==> src/rtl/req_burst_pkg.sv <==
// req_burst_pkg: shared client state encoding and parameter legality helper for req_burst_shaper
package req_burst_pkg;

    localparam int NUM_REQ = 3;

    typedef enum logic [1:0] {
        IDLE    = 2'd0,
        ACTIVE  = 2'd1,
        BACKOFF = 2'd2
    } client_state_t;

    function automatic bit params_ok(input int burst, input int backoff_cyc);
        return (burst >= 1) && (backoff_cyc >= 2);
    endfunction

endpackage

==> src/rtl/req_client_ctrl.sv <==
// req_client_ctrl: one client's pending counter, burst/backoff FSM and sticky overflow flag
module req_client_ctrl
    import req_burst_pkg::*;
#(
    parameter int CNT_W       = 4,
    parameter int BURST       = 4,
    parameter int BACKOFF_CYC = 2
) (
    input  logic             clk,
    input  logic             resetn,
    input  logic             req_pulse,
    input  logic             g,
    output logic             r,
    output logic             beat,
    output logic [CNT_W-1:0] cnt,
    output logic             overflow
);

    localparam int BW = $clog2(BURST + 1);
    localparam int OW = $clog2(BACKOFF_CYC);
    localparam logic [CNT_W-1:0] CNT_MAX = '1;
    localparam logic [BW-1:0] BURST_V = BW'(BURST);
    localparam logic [OW-1:0] BO_LOAD = OW'(BACKOFF_CYC - 1);

    if (!params_ok(BURST, BACKOFF_CYC)) begin : g_bad_params
        $error("req_client_ctrl: BURST must be >= 1 and BACKOFF_CYC >= 2");
    end

    client_state_t   state, state_next;
    logic [BW-1:0]    bcnt, bcnt_next;
    logic [OW-1:0]    bo, bo_next;
    logic [CNT_W-1:0] cnt_next;
    logic             drop;

    assign r    = (state == ACTIVE);
    assign beat = g & r;
    assign drop = req_pulse & ~beat & (cnt == CNT_MAX);
    assign cnt_next = (req_pulse & ~beat & ~drop) ? cnt + CNT_W'(1) :
                      (beat & ~req_pulse)         ? cnt - CNT_W'(1) : cnt;

    // draining to zero wins over the burst limit
    always_comb begin
        state_next = state;
        bcnt_next  = beat ? bcnt + BW'(1) : bcnt;
        bo_next    = bo;
        case (state)
            IDLE: begin
                if (cnt_next != '0) begin
                    state_next = ACTIVE;
                    bcnt_next  = '0;
                end
            end
            ACTIVE: begin
                if (cnt_next == '0) begin
                    state_next = IDLE;
                end else if (bcnt_next == BURST_V) begin
                    state_next = BACKOFF;
                    bo_next    = BO_LOAD;
                end
            end
            BACKOFF: begin
                if (bo != '0) begin
                    bo_next = bo - OW'(1);
                end else begin
                    state_next = (cnt_next != '0) ? ACTIVE : IDLE;
                    bcnt_next  = '0;
                end
            end
            default: state_next = IDLE;
        endcase
    end

    always_ff @(posedge clk or negedge resetn) begin
        if (!resetn) begin
            state    <= IDLE;
            bcnt     <= '0;
            bo       <= '0;
            cnt      <= '0;
            overflow <= 1'b0;
        end else begin
            state    <= state_next;
            bcnt     <= bcnt_next;
            bo       <= bo_next;
            cnt      <= cnt_next;
            overflow <= overflow | drop;
        end
    end

endmodule

==> src/rtl/req_burst_shaper.sv <==
// req_burst_shaper: per-client request conditioner giving bounded starvation ahead of a fixed-priority arbiter
module req_burst_shaper
    import req_burst_pkg::*;
#(
    parameter int CNT_W       = 4,
    parameter int BURST       = 4,
    parameter int BACKOFF_CYC = 2
) (
    input  logic                     clk,
    input  logic                     resetn,
    input  logic [NUM_REQ-1:0]       req_pulse,
    input  logic [NUM_REQ-1:0]       g,
    output logic [NUM_REQ-1:0]       r,
    output logic [NUM_REQ-1:0]       beat,
    output logic [NUM_REQ*CNT_W-1:0] pend_cnt,
    output logic [NUM_REQ-1:0]       overflow
);

    for (genvar i = 0; i < NUM_REQ; i++) begin : g_client
        req_client_ctrl #(
            .CNT_W      (CNT_W),
            .BURST      (BURST),
            .BACKOFF_CYC(BACKOFF_CYC)
        ) u_ctrl (
            .clk      (clk),
            .resetn   (resetn),
            .req_pulse(req_pulse[i]),
            .g        (g[i]),
            .r        (r[i]),
            .beat     (beat[i]),
            .cnt      (pend_cnt[i*CNT_W +: CNT_W]),
            .overflow (overflow[i])
        );
    end

endmodule
==> config.mk <==
export PLATFORM = sky130hd
export DESIGN_NAME = req_burst_shaper
export DESIGN_NICKNAME = d
export VERILOG_FILES = /design/src/rtl/req_burst_pkg.sv /design/src/rtl/req_client_ctrl.sv /design/src/rtl/req_burst_shaper.sv
export SDC_FILE = /design/constraint.sdc
export NUM_CORES = 1
export LEC_CHECK = 0
export CORE_ASPECT_RATIO = 0.75
export CORE_MARGIN = 1.5
export CORE_UTILIZATION = 52
export CTS_CLUSTER_SIZE = 20
export DETAILED_ROUTE_END_ITERATION = 12
export GPL_TIMING_DRIVEN = 0
export PLACE_DENSITY = 0.75
export SLEW_MARGIN = 20
export SYNTH_ARGS = -nofsm -noshare
export SYNTH_HDL_FRONTEND = slang
export SYNTH_SLANG_ARGS = --single-unit
export TNS_END_PERCENT = 20
==> constraint.sdc <==
create_clock -name clk -period 6 [get_ports clk]
set_clock_uncertainty 0.1 [all_clocks]
set_input_delay 0.9 -clock clk [delete_from_list [all_inputs] [get_ports clk]]
set_output_delay 0.9 -clock clk [all_outputs]
set_load 0.005 [all_outputs]
==> After elaboration in Yosys (flattened, before gate mapping) <==
Cells that the tools add are included.
{ "classes": {"add_sub_neg": 12, "eq_ne": 27, "mux": 48, "bitwise": 27, "n_reduce_logical": 18} }
{ "ops": {"columns": ["cell", "count"], "rows": [
  ["$mux 3", 9],
  ["$mux 2", 12],
  ["$mux 4", 6],
  ["$ne 2x2->1 const B", 9],
  ["$pmux 2 s3", 3],
  ["$pmux 3 s2", 3],
  ["$reduce_and 3->1", 6],
  ["$and 1x1->1", 15],
  ["$add 4x1->4 const B", 3],
  ["$eq 4x4->1 const B", 3],
  ["$logic_not 4->1", 3],
  ["$mux 1", 12],
  ["$reduce_bool 4->1", 3],
  ["$sub 4x1->4 const B", 3],
  ["$add 3x1->3 const B", 3],
  ["$eq 3x3->1 const B", 3],
  ["$ne 3x3->1 const B", 3],
  ["$not 1->1", 9],
  ["$eq 2x1->1 const B", 3],
  ["$eq 2x2->1 const B", 3],
  ["$logic_not 2->1", 3],
  ["$ne 2x1->1 const B", 3],
  ["$pmux 1 s2", 3],
  ["$reduce_bool 2->1", 3],
  ["other kinds (2)", 6]
]} }
{ "word_totals": {"regBits": 33, "inputBits": 8, "output_inout_bits": 21, "wordCells": 147} }

==> Longest topological paths before layout <==
{ "depth": {"ltp_word": 12, "ltp_mapped": 10, "mapped_depth_nobuf": 9} }

==> Modules after synthesis <==
A second synthesis with hierarchy kept.
{ "hier_totals": {"hier_cells": 240, "hier_area_um2": 2297.2} }
{ "by_module_without_submodules": {"columns": ["module", "instances", "cells_per_inst", "area_each_um2", "seq_area_each_um2"], "rows": [
  ["req_client_ctrl", 3, 80, 765.7, 275.3]
]} }

==> Worst setup path after synthesis <==
OpenSTA, ideal clock, no wires.
{ "synth_timing": {"path_type": "input to register", "start": "input port req_pulse[2]", "end": "register g_client[2].u_ctrl.state[0]", "setup_ns": 0.128, "arrival_ns": 2.366, "t_required_ns": 5.772, "slack_ns": 3.406, "stages": 7, "n_path_buf": 1, "path_cell_list": "and3b_4 > buf_6 > a2111oi_4 > o22ai_2 > or2_4 > a31oi_1 > mux2_1"} }
{ "synth_via": {"elab_chain_len": 9} }
{ "synth_lines": {"columns": ["item", "line_no", "text"], "rows": [
  ["from (decl)", "req_burst_shaper.sv:11", "input logic [NUM_REQ-1:0] req_pulse,"],
  ["$and 1x1->1", "req_client_ctrl.sv:37, req_client_ctrl.sv:38", null],
  ["$and 1x1->1", "req_client_ctrl.sv:37", "assign drop = req_pulse & ~beat & (cnt == CNT_MAX);"],
  ["$not 1->1", "req_client_ctrl.sv:38", "assign cnt_next = (req_pulse & ~beat & ~drop) ? cnt + CNT_W'(1) :"],
  ["$and 1x1->1", "req_client_ctrl.sv:38", null],
  ["$mux 4 (*)", "req_client_ctrl.sv:38", null],
  ["$reduce_bool 4->1", "req_client_ctrl.sv:48, req_client_ctrl.sv:65", null],
  ["$mux 1", "req_client_ctrl.sv:65", "state_next = (cnt_next != '0) ? ACTIVE : IDLE;"],
  ["$mux 2", "req_client_ctrl.sv:62", "if (bo != '0) begin"],
  ["$pmux 2 s3", "req_client_ctrl.sv:46", "case (state)"],
  ["to (signal assigned)", "req_client_ctrl.sv:81", "state <= state_next;"],
  ["to (decl)", "req_client_ctrl.sv:29", "client_state_t state, state_next;"]
]} }
Mark *: on every way between the ends. The rest lies on a longest branch, timed or not. The select of a mux whose other input is x is not followed.
A chain may end at the register's enable or synchronous reset.

==> Worst setup path after layout <==
{ "layout_timing": {"start": "input port g[1]", "end": "output port beat[1]"} }
{ "layout_via": {"elab_chain_len": 1} }
{ "layout_lines": {"columns": ["item", "line_no", "text"], "rows": [
  ["from (decl)", "req_burst_shaper.sv:12", "input logic [NUM_REQ-1:0] g,"],
  ["$and 1x1->1", "req_client_ctrl.sv:36", "assign beat = g & r;"],
  ["to (decl)", "req_burst_shaper.sv:14", "output logic [NUM_REQ-1:0] beat,"]
]} }
Every way passes these cells.

==> results.sh <==
export IMPL_status="finished clean"
export IMPL_worstMarginPinSlew_ns=0.959
export IMPL_cts_root_buffer="clkbuf_8"
export IMPL_ys_warn_count=0
export IMPL_p_leak_uw=0.00130
export IMPL_rsz0062_at_grt="false"
export IMPL_clk_latency_ns=0.28
export IMPL_ctsResizeCount=0
export IMPL_grt_max_degree=22
export IMPL_endpoint_kind="output port"
export IMPL_drive_gt1_share_pct=16.1
export IMPL_yosysUniqueCellTypes=64
export IMPL_avgSynthCellArea_um2=9.57
export IMPL_syn_num_nets=290
export IMPL_synth_xor_area_share_pct=3.86
export IMPL_crit_type="input pin to output port"
export IMPL_worst_ep_required_time_ns=5.00
export IMPL_antenna_left=0
export IMPL_cp_max_fo=7
export IMPL_powerDensity_nw_per_um2=461
export IMPL_final_common_cell="dfrtp_1"
export IMPL_layout_common_cells="33 x dfrtp_1, 27 x clkdlybuf4s50_1, 22 x inv_1"
export IMPL_grt_pass1_vias=1770
export IMPL_grt_usage_pct=19.0
export IMPL_synth_top_family_by_area="simple AND/OR/NAND/NOR gates"
export IMPL_synthMuxAreaShare_pct=2.56
export IMPL_post_cts_buffers=0
export IMPL_syn_to_final_growth_pct=18.3
export IMPL_dp_hpwl_um=3550
export IMPL_synth_cells=261
export IMPL_synth_area_leaders="dfrtp_1 33%, ha_1 11%, inv_1 3.3%"
export IMPL_routed_top_layer="met4"
export IMPL_route_met2_wl_um=1980
export IMPL_wl_per_cell_um=13.4
export IMPL_vdd_drop_max_v=0.000260
export IMPL_synth_area_um2=2500
export IMPL_fp_dieW_um=83.0
export IMPL_met1_length_um=2590
export IMPL_yosysTopAreaCell="dfrtp_1"
export IMPL_pre_cts_ws_ns=2.60
export IMPL_async_flop_share_pct=100
export IMPL_worstHoldPathType="register to register"
export IMPL_clkSlewWorstSetupHoldPaths_ns=0.07
export IMPL_cts_hold_buf=0
export IMPL_rows=21
export IMPL_synth_compound_area_share_pct=20.4
export IMPL_synth_top_area_share_pct=33.1
export IMPL_antenna_cells=0
export IMPL_grt_first_pass_wirelength_um=8200
export IMPL_setup_violations_final=0
export IMPL_final_max_slew_viol_count=0
export IMPL_fin_crit_sh_pct=56.8
export IMPL_cts_num_sinks=33
export IMPL_ys_flop_type="dfrtp_1"
export IMPL_coreArea_um2=4550
export IMPL_io_buffers=28
export IMPL_first_pass_iters=4
export IMPL_ios=29
export IMPL_drtIter0Drc=71
export IMPL_hold_viol_final=0
export IMPL_crit_path_start_kind="input pin"
export IMPL_synthAdderAreaFrac_pct=10.5
export IMPL_setup_tns_ns=0
export IMPL_via_per_inst=5.61
export IMPL_ys_seq_area_share_pct=33.1
export IMPL_dieArea_um2=5230
export IMPL_die_h_um=63.0
export IMPL_antenna_found_initial=0
export IMPL_gr_total_overflow=0
export IMPL_numCtsBuffers=5
export IMPL_synth_edf_count=0
export IMPL_setup_ws_ns=2.59
export IMPL_critPathArrivalTime_ns=2.41
export IMPL_synthSimpleGateAreaFrac_pct=22.1
export IMPL_met3_length_um=131
export IMPL_synth_seq_cells=33
export IMPL_cts_max_level=2
export IMPL_drcViolationCount=0
export IMPL_finalCriticalPeriod_ns=3.41
export IMPL_num_vias=1993
export IMPL_tritoncts="yes"
export IMPL_layout_nets=326
export IMPL_drt_total_wl_um=4750
export IMPL_gp_congestion=0.801
export IMPL_timing_fmax_mhz=293
export IMPL_cts_buffer_depth=2
export IMPL_maxCapViolations=0
export IMPL_start_util_pct=54.9
export IMPL_max_slew_margin_rel_pct=35.2
==> critical path: stages <==
cell	delay [ns]
clkdlybuf4s50_1	0.60
nand2_2	0.14
inv_2	0.16
buf_4	0.12
clkdlybuf4s50_1	0.48
==> sequential cells by signal, indices dropped and copies added (netlist names) <==
signal                    count
g_client.u_ctrl.bcnt          9
g_client.u_ctrl.bo            3
g_client.u_ctrl.state         6
g_client.u_ctrl.overflow      3
g_client.u_ctrl.cnt          12
==> path summary, 6_finish.rpt <==
kind | from | endpoint | slack (ns) | cells after the start
min reg2reg | g_client[2].u_ctrl.overflow | g_client[2].u_ctrl.overflow | 0.38 | 1
max in group asynchronous | resetn | g_client[0].u_ctrl.state[1] | 4.97 | 2
min in group asynchronous | resetn | g_client[1].u_ctrl.cnt[1] | 0.41 | 1
min | g_client[2].u_ctrl.overflow | g_client[2].u_ctrl.overflow | 0.38 | 1
max reg2reg | g_client[2].u_ctrl.state[1] | g_client[2].u_ctrl.state[0] | 3.27 | 9
max | g[1] | beat[1] | 2.59 | 5
==> cell families (layout without fill, tap and decap cells) <==
group | count (synthesis) | count (layout)
and+or+nand+nor | 95 | 95
AOI/OAI and AO/OA | 60 | 60
buffers and inverters | 35 | 72
DFF | 33 | 33
adders and majority gates | 21 | 21
xor gates and xnor gates | 11 | 11
muxes | 6 | 6
==> layout make-up <==
cell class                      count  area [um2]
Inverter                           23        86.3
Sequential cell                    33         826
Buffer                             12         101
Clock inverter                      2        10.0
Fill cell                         388        1590
Tap cell                           57        71.3
Timing Repair Buffer               29         303
Multi-Input combinational cell    193        1480
Clock buffer                        6        72.6
==> per-layer routing <==
layer / vias to the layer above / GRT usage (%)
li1: 1016 / -
met1: 947 / 28.5
met2: 24 / 26.5
met3: 6 / 4.62
met4: 0 / 6.25
met5: - / 0
==> through the flow <==
step                      total power (uW)  hold WS [ns]  cell area (um2)  std cells  util (%)
final                                 1360         0.381             2950        355      65.0
after floorplan                        946         0.338             2500        261         -
after global routing                  1490         0.400             2950        355      65.0
after global placement                1180         0.357             2850        346      62.7
after detailed placement              1200         0.366             2870        347      63.2
after CTS                             1370         0.382             2950        355      65.0
==> where the power goes <==
group / leakage (uW) / internal [uW] / switching (uW) / total (uW)
clock network: 0.0000450 / 80.3 / 80.5 / 161
registers: 0.000393 / 306 / 113 / 420
logic: 0.000862 / 406 / 375 / 781
==> synthesized netlist by cell type, types with 6 or more instances <==
master,count
nand2_1,20
nor3_1,7
inv_1,22
and3_1,6
xnor2_1,7
o21ai_0,7
nand3_1,8
dfrtp_1,33
buf_4,9
ha_1,21
nor2_1,19
a21oi_1,13
Power figures use the tool's default switching activity.
